**config.mk**
```make
export PLATFORM = sky130hd
export DESIGN_NAME = btn_conditioner
export DESIGN_NICKNAME = d
export VERILOG_FILES = /design/src/rtl/pong_pkg.sv /design/src/rtl/debounce_ch.sv /design/src/rtl/btn_conditioner.sv
export SDC_FILE = /design/constraint.sdc
export NUM_CORES = 1
export LEC_CHECK = 0
export ABC_CLOCK_PERIOD_IN_PS = 2350
export BUFFER_PORTS_ARGS = -buffer_cell sky130_fd_sc_hd__buf_2
export CORE_MARGIN = 4
export CORE_UTILIZATION = 56
export DETAILED_ROUTE_END_ITERATION = 16
export GPL_ROUTABILITY_DRIVEN = 0
export PLACE_DENSITY = 0.85
export SYNTH_ARGS = -nofsm -noshare
export SYNTH_HDL_FRONTEND = slang
export SYNTH_SLANG_ARGS = --single-unit
```
**constraint.sdc**
```tcl
create_clock -name pclk -period 2.35 [get_ports pclk]
set_input_delay 0.47 -clock pclk [delete_from_list [all_inputs] [get_ports pclk]]
set_output_delay 0.47 -clock pclk [all_outputs]
set_load 0.02 [all_outputs]
```
**src/rtl/pong_pkg.sv**
```systemverilog
// Shared types and constants for the pong input path: debounce FSM states,
// the default debounce length and the button/channel index map.
package pong_pkg;

    typedef enum logic [1:0] {
        LO     = 2'd0,
        CHK_HI = 2'd1,
        HI     = 2'd2,
        CHK_LO = 2'd3
    } db_state_e;

    localparam int DEFAULT_DEBOUNCE_CYCLES = 1000000;

    localparam int NUM_BTNS  = 4;
    localparam int BTN_P1_DN = 0;
    localparam int BTN_P1_UP = 1;
    localparam int BTN_P2_DN = 2;
    localparam int BTN_P2_UP = 3;

    // Channels 0..3 are the buttons, then the two slide switches.
    localparam int NUM_CH  = 6;
    localparam int CH_AUTO = 4;
    localparam int CH_BG   = 5;

endpackage

```
**src/rtl/debounce_ch.sv**
```systemverilog
// One debounce channel: 2-flop synchronizer followed by a LO/CHK_HI/HI/CHK_LO
// FSM that accepts a level only after DEBOUNCE_CYCLES consecutive equal samples.
module debounce_ch
    import pong_pkg::*;
#(
    parameter int DEBOUNCE_CYCLES = DEFAULT_DEBOUNCE_CYCLES,
    parameter int CNT_W           = 20
) (
    input  logic pclk,
    input  logic rst_n,
    input  logic raw_i,
    output logic level_o
);

    localparam logic [CNT_W-1:0] CNT_LAST = CNT_W'(DEBOUNCE_CYCLES - 1);
    localparam logic [CNT_W-1:0] CNT_ONE  = CNT_W'(1);

    logic [1:0]       sync_q;
    logic             s;
    db_state_e        state_q, state_d;
    logic [CNT_W-1:0] cnt_q, cnt_d;

    always_ff @(posedge pclk or negedge rst_n) begin
        if (!rst_n) begin
            sync_q  <= 2'b00;
            state_q <= LO;
            cnt_q   <= '0;
        end else begin
            sync_q  <= {sync_q[0], raw_i};
            state_q <= state_d;
            cnt_q   <= cnt_d;
        end
    end

    assign s = sync_q[1];

    // The sample that leaves a stable state counts as the first of the run,
    // so the counter enters CHK_* at 1 and the run completes at DEBOUNCE_CYCLES-1.
    always_comb begin
        state_d = state_q;
        cnt_d   = cnt_q;
        case (state_q)
            LO: begin
                if (s) begin
                    state_d = CHK_HI;
                    cnt_d   = CNT_ONE;
                end else begin
                    cnt_d = '0;
                end
            end
            CHK_HI: begin
                if (!s) begin
                    state_d = LO;
                    cnt_d   = '0;
                end else if (cnt_q == CNT_LAST) begin
                    state_d = HI;
                    cnt_d   = '0;
                end else begin
                    cnt_d = cnt_q + CNT_ONE;
                end
            end
            HI: begin
                if (!s) begin
                    state_d = CHK_LO;
                    cnt_d   = CNT_ONE;
                end else begin
                    cnt_d = '0;
                end
            end
            CHK_LO: begin
                if (s) begin
                    state_d = HI;
                    cnt_d   = '0;
                end else if (cnt_q == CNT_LAST) begin
                    state_d = LO;
                    cnt_d   = '0;
                end else begin
                    cnt_d = cnt_q + CNT_ONE;
                end
            end
            default: begin
                state_d = LO;
                cnt_d   = '0;
            end
        endcase
    end

    assign level_o = (state_q == HI) || (state_q == CHK_LO);

endmodule

```
**src/rtl/btn_conditioner.sv**
```systemverilog
// Debounces the four pong buttons and two switches, and generates press pulses.
// Define PONG_BTN_LOCKOUT_EN to blank a player's buttons while both are held.
module btn_conditioner
    import pong_pkg::*;
#(
    parameter int DEBOUNCE_CYCLES = DEFAULT_DEBOUNCE_CYCLES,
    parameter int CNT_W           = 20
) (
    input  logic                pclk,
    input  logic                rst_n,
    input  logic [NUM_BTNS-1:0] btn_raw,
    input  logic                sw_auto_raw,
    input  logic                sw_bg_raw,
    output logic [NUM_BTNS-1:0] btns,
    output logic [NUM_BTNS-1:0] btns_press,
    output logic                auto,
    output logic                background
);

    logic [NUM_CH-1:0]   raw_all;
    logic [NUM_CH-1:0]   lvl;
    logic [NUM_BTNS-1:0] btns_d, btns_q;

    assign raw_all = {sw_bg_raw, sw_auto_raw, btn_raw};

    for (genvar i = 0; i < NUM_CH; i++) begin : g_ch
        debounce_ch #(
            .DEBOUNCE_CYCLES (DEBOUNCE_CYCLES),
            .CNT_W           (CNT_W)
        ) u_ch (
            .pclk    (pclk),
            .rst_n   (rst_n),
            .raw_i   (raw_all[i]),
            .level_o (lvl[i])
        );
    end

    always_comb begin
        btns_d = lvl[NUM_BTNS-1:0];
`ifdef PONG_BTN_LOCKOUT_EN
        if (lvl[BTN_P1_DN] && lvl[BTN_P1_UP]) begin
            btns_d[BTN_P1_DN] = 1'b0;
            btns_d[BTN_P1_UP] = 1'b0;
        end
        if (lvl[BTN_P2_DN] && lvl[BTN_P2_UP]) begin
            btns_d[BTN_P2_DN] = 1'b0;
            btns_d[BTN_P2_UP] = 1'b0;
        end
`endif
    end

    // Pulses are taken from the final (post-lockout) levels so a blanked
    // button never produces a press.
    always_ff @(posedge pclk or negedge rst_n) begin
        if (!rst_n) begin
            btns_q <= '0;
        end else begin
            btns_q <= btns_d;
        end
    end

    assign btns       = btns_d;
    assign btns_press = btns_d & ~btns_q;
    assign auto       = lvl[CH_AUTO];
    assign background = lvl[CH_BG];

endmodule

```
### Word level (Yosys, flattened, before mapping)

Index checks and enable logic that the tools add are counted.

* word-level logic and storage cells: 171
* input port bits: 8
* output and inout bits: 10
* register bits after elaboration: 148

* reductions and logical operators: 18
* equality and inequality tests: 48
* multiplexer cells: 78
* add/sub/neg operators: 6
* bitwise operators: 2

Operators with widths (number)
* one-hot mux 20 bit (4 select lines): 6
* two-way mux 20 bit: 18
* adder 20 x 1 -> 20 bit, second input constant: 6
* equality test 20 bit, second input constant: 6
* two-way mux 2 bit: 36
* one-hot mux 2 bit (4 select lines): 6
* equality test 2 bit, second input constant: 12
* AND reduction 4 bit: 6
* != test 3 x 1 -> 1 bit, second input constant: 6
* != test 3 bit, second input constant: 6
* equality test 2 x 1 -> 1 bit, second input constant: 6
* logical NOT 2 bit: 6
* two-way mux 1 bit: 12
* != test 2 x 1 -> 1 bit, second input constant: 6
* != test 2 bit, second input constant: 6
* logical OR 1 bit: 6
* bitwise AND 4 bit: 1
* NOT 4 bit: 1

### Logic depth before layout (Yosys ltp)

* depth in word-level cells: 4
* mapped depth: 6

### Hierarchy

From an unflattened synthesis, not the netlist that was laid out.

* cell total of the unflattened synthesis: 699
* area, all modules: 7324.5 um^2

Modules (own cells, without submodules)
* debounce_ch at g_ch[0].u_ch ...: area each 1201.2 um^2, cells an instance 115, times used 5
* debounce_ch at g_ch[5].u_ch: area each 1163.6 um^2, cells an instance 116, times used 1
* btn_conditioner: area each 155.1 um^2, cells an instance 8, times used 1

### Worst setup path before layout

Ideal clock, no wire load.

* path kind: reg2reg
* from: reg g_ch[4].u_ch.cnt_q[15]
* to: reg (tool-made name)
* path buffers: 0
* stages on the path, launching flop included: 5
* library setup time: 0.125 ns
* period minus slack after synthesis: 2.044 ns
* slack: 0.306 ns
* arrival time: 1.920 ns
* path through: dfrtp_1 -> or4b_1 -> or4_4 -> nor3_2 -> mux2_2

RTL lines
* start, declared: line debounce_ch.sv:21 `logic [CNT_W-1:0] cnt_q, cnt_d;`
* start signal, assigned: line debounce_ch.sv:31 `cnt_q <= cnt_d;`

### Worst setup path after layout

* from: reg g_ch[4].u_ch.cnt_q[15]
* to: reg g_ch[4].u_ch.cnt_q[1]

* word-level cells in the longest chain between the ends: 4
* elaborated cells between the ends (all ways): 5

RTL lines
* equality test 20 bit *: line debounce_ch.sv:55, debounce_ch.sv:74
* two-way mux 20 bit *: line debounce_ch.sv:55, debounce_ch.sv:74
* two-way mux 20 bit, on equally long branches: line debounce_ch.sv:71, debounce_ch.sv:52
* one-hot mux 20 bit (4 select lines) *: line debounce_ch.sv:42 `case (state_q)`
* named net g_ch[4].u_ch.cnt_d[1]: line debounce_ch.sv:21

The timed path passes the listed nets; every way through them passes the cells marked *.
A chain may end at the register's enable or synchronous reset.

==> results <==
- The run finished with clean final reports.
- For this run, the number of Yosys warnings is 0.
- The clock input transition at the sequential cells of the worst setup and hold paths is 0.06 ns.
- The CTS tree is done.
- At the worst endpoint, the arrival time is between 2 and 2.5 ns.
- The die width is roughly 120 um.
- The compound-cell area share of the yosys netlist is 0.0745.
- In the post-synthesis netlist, the biggest area contributors are sky130_fd_sc_hd__dfrtp_1 53%, sky130_fd_sc_hd__xnor2_1 5.4%, sky130_fd_sc_hd__nor2_1 5.2%.
- The initial antenna violation count is 0.
- The placement-stage worst setup slack is about 0.17 ns.
- The overall power after layout is ~5.7 mW.
- The estimated wirelength of the detail-placed design is ~9000 um.
- IR analysis of the VDD net gives a maximum drop of 0.533 mV.
- The first routing iteration left 278 violations.
- Between clock sinks in the finished design, the worst skew comes to 0.00564 ns.
- The startpoint kind of the worst setup timing path is a flop.
- The initial utilization of the core area, before any placement, comes to 0.577.
- The area of the die is between 10000 and 15000 sq um.
- The count of input and output buffers is 17.
- In this run the clock root is driven by a sky130_fd_sc_hd__clkbuf_16.
- Setup repair after global routing left no endpoint under its margin.
- The number of nets in the synthesized netlist is slightly above 700.
- After synthesis, the largest family of logic cells by area is simple AND/OR/NAND/NOR gates.
- The average cell area after synthesis is roughly 10 sq um.
- STA puts the critical path data required time at 2.63 ns.
- The finished layout holds between 900 and 1000 standard cells, fillers aside.
- The post-synthesis sequential area ratio is 0.528.
- Across the run, the number of max-cap violations was 0.
- The final route contains between 5000 and 6000 vias.
- The leading cell type in the layout, fill and taps excluded is sky130_fd_sc_hd__dfrtp_1.
- The post-route fraction of the period consumed by the critical path is 0.935.
- The worst min-delay path class is in -> reg.
- The H-tree was split into 4 levels.
- In the routed layout, each cell is associated on average with a via count of just under 6.
- The largest area contributor in the synthesized netlist is sky130_fd_sc_hd__dfrtp_1.
- The remaining antenna violation count after routing is 0.
- For this design the ratio of total power to cell area is 717 nW/um^2.
- The layout overhead on the synthesized area is 13.6%.
- By startpoint and endpoint, the worst setup path is classified as reg -> reg.
- The analysis attributes to cell leakage a power of 3.19 nW.
- At the end of the flow, the number of nets in the layout was 743.
- The final layout contains routed wiring with a total length of 13200 um.
- In the layout the commonest cells are 148 x sky130_fd_sc_hd__dfrtp_1, 97 x sky130_fd_sc_hd__nor2_1, 43 x sky130_fd_sc_hd__nand3_1, 43 x sky130_fd_sc_hd__xnor2_1, 40 x sky130_fd_sc_hd__a21oi_1.
- The clock net sink count is around 150.
- Of all nets on the critical path, the largest fanout is 19.
- No sink is reached through more buffers than the 2 on the longest clock path.
- Of the post-synthesis cell area, the dominant cell type holds 0.528.
- The total congestion overflow is 0.
- The total of cells resized after clock tree synthesis is 0.
- The adder-cell share of the synthesized area is 0.0107.
- The worst hold-check slack is 0.150 ns.
- The total count of hold-check failures in the final report is 0.
- The number of top-level pins is 18.
- The count of pins over their slew limit is 0.
- Static timing analysis puts the maximum clock frequency at between 400 and 500 MHz.
- The number of antenna cells inserted is 0.
- Of the total synthesized cell area, the portion taken by XOR and XNOR cells is 0.0973.
- The number of cells on the worst reg-to-reg path is 4.
- Setup total negative slack on the finished layout was measured at 0 ns.
- The post-placement cell count is 877.
- The post-synthesis instance total is ~710.
- The first-pass GRT wire length is between 20000 and 25000 um.
- Counting instances, the worst hold path has a depth of 1.
- Synthesis inferred ~150 register bits.
- Buffers inserted during clock tree synthesis total 17.
- Across every metal layer, demand over resource in global routing totals 0.199.
- The share of cell area taken by muxes after synthesis is 0.00963.
- The total area inside the core boundary comes to 12200 sq um.
- Counting I/O delays and the setup requirement, the final critical path takes around 2.2 ns.
- The number of iterations in the first detailed-routing pass is 5.
- Setup violations remaining at the end of the flow were counted as 0.
- STA classifies the critical path endpoint as a flop.
- The die span in y is between 100 and 150 um.
- The residual DRC count is 0.
- The share of async-settable or async-resettable flops after synthesis is 1.00.
- For this run, the leading register cell type out of synthesis is sky130_fd_sc_hd__dfrtp_1.
- The netlist uses 45 different library cells.
- In this run the tightest slew margin relative to its limit is 0.584.
- The maximum number of pins on one net before global-route repair is 53.
- The worst path setup slack after routing is approximately 0.15 ns.
- The number of synthesized flops with an enable pin is 0.
- For the pin with the worst max-slew slack, the measured transition is slightly above 0.6 ns.
- The floorplan has 40 rows.
- The fraction of layout instances using a drive strength above 1 is 0.112.
- After detailed routing, the average wire length per cell comes to 14.5 um.
- The number of global-route vias before repair is between 5000 and 6000.
- Of the total synthesized cell area, the portion taken by AND, OR, NAND and NOR gates is 0.248.
- The mapped netlist covers approximately 7000 sq um.
- At the later pin of the worst-skew pair, clock insertion delay measures between 0.4 and 0.5 ns.
-- repair_timing --
action,CTS,global route
hold buffers,1,0
setup endpoints to repair,0,0
buffers inserted,0,0
hold endpoints to repair,14,0
-- sequential cells by signal, summed over array words and instances, names as in the netlist, named ones only --
signal and flops:
g_ch.u_ch.sync_q 12, btns_q 4, g_ch.u_ch.state_q 6, g_ch.u_ch.cnt_q 120
-- worst max-delay path: stages, from the launching register on --
cell                      delay, ns
sky130_fd_sc_hd__dfrtp_1       0.42
sky130_fd_sc_hd__or4b_1        0.52
sky130_fd_sc_hd__or4_4         0.56
sky130_fd_sc_hd__o21ai_4       0.43
sky130_fd_sc_hd__nor2_1        0.12
-- logic make-up (layout without fill, tap and decap cells) --
group,after synthesis,in the layout
simple gates,327,327
flops,148,148
compound gates,89,89
xor+xnor,78,78
fa+ha+maj,6,6
mux,6,6
buf+inv,51,88
-- cells in the mapped netlist (all sizes together), types with 5 or more instances --
master,n
xnor2,43
clkbuf,16
and3,14
nand2,34
and2,8
buf,11
ha,6
o21ai,26
mux2,6
and4,6
or3,20
nor3,18
o31ai,14
o21bai,5
nand4,29
inv,24
dfrtp,148
xor2,35
or4,21
nand3,45
nor4,13
nor2b,5
nor2,97
a21oi,41
-- metrics by stage --
stage | cell area, sq um | util
floorplan | 7020 | -
global placement | 7300 | 0.601
detailed placement | 7300 | 0.601
CTS | 7970 | 0.655
global route | 7970 | 0.655
finish | 7970 | 0.655
-- path summary, 6_finish.rpt --
| path | from | endpoint | slack, ns |
|---|---|---|---|
| min | btn_raw[0] | g_ch[0].u_ch.sync_q[0] | 0.15 |
| min reg2reg | g_ch[0].u_ch.sync_q[0] | g_ch[0].u_ch.sync_q[1] | 0.35 |
| max in group asynchronous | rst_n | g_ch[4].u_ch.sync_q[0] | 1.16 |
| max reg2reg | g_ch[4].u_ch.cnt_q[15] | g_ch[4].u_ch.cnt_q[1] | 0.15 |
| max | g_ch[4].u_ch.cnt_q[15] | g_ch[4].u_ch.cnt_q[1] | 0.15 |
| min in group asynchronous | rst_n | g_ch[5].u_ch.sync_q[0] | 0.57 |
-- layout make-up --
type / count / area [sq um]
Timing Repair Buffer: 32 / 219
Fill cell: 892 / 4190
Multi-Input combinational cell: 506 / 3090
Clock inverter: 12 / 201
Tap cell: 168 / 210
Clock buffer: 20 / 457
Inverter: 24 / 90.1
Sequential cell: 148 / 3700
-- metal layers --
metal	GRT usage	up-vias	wire [um]	share of wire
met2	0.339	111	6620	0.50
li1	-	2534	-	-
met4	0.0816	0	284	0.022
met3	0.0533	35	543	0.041
met1	0.239	2618	5730	0.43
met5	0	-	0	0
-- report_power, final --
group	switching, mW	total [mW]	internal [mW]	leakage [nW]
sequential	0.0243	2.60	2.58	2.01
clock	1.02	2.96	1.94	0.317
combinational	0.106	0.151	0.0457	0.865
Note: power is estimated with default switching activity, not from simulation.
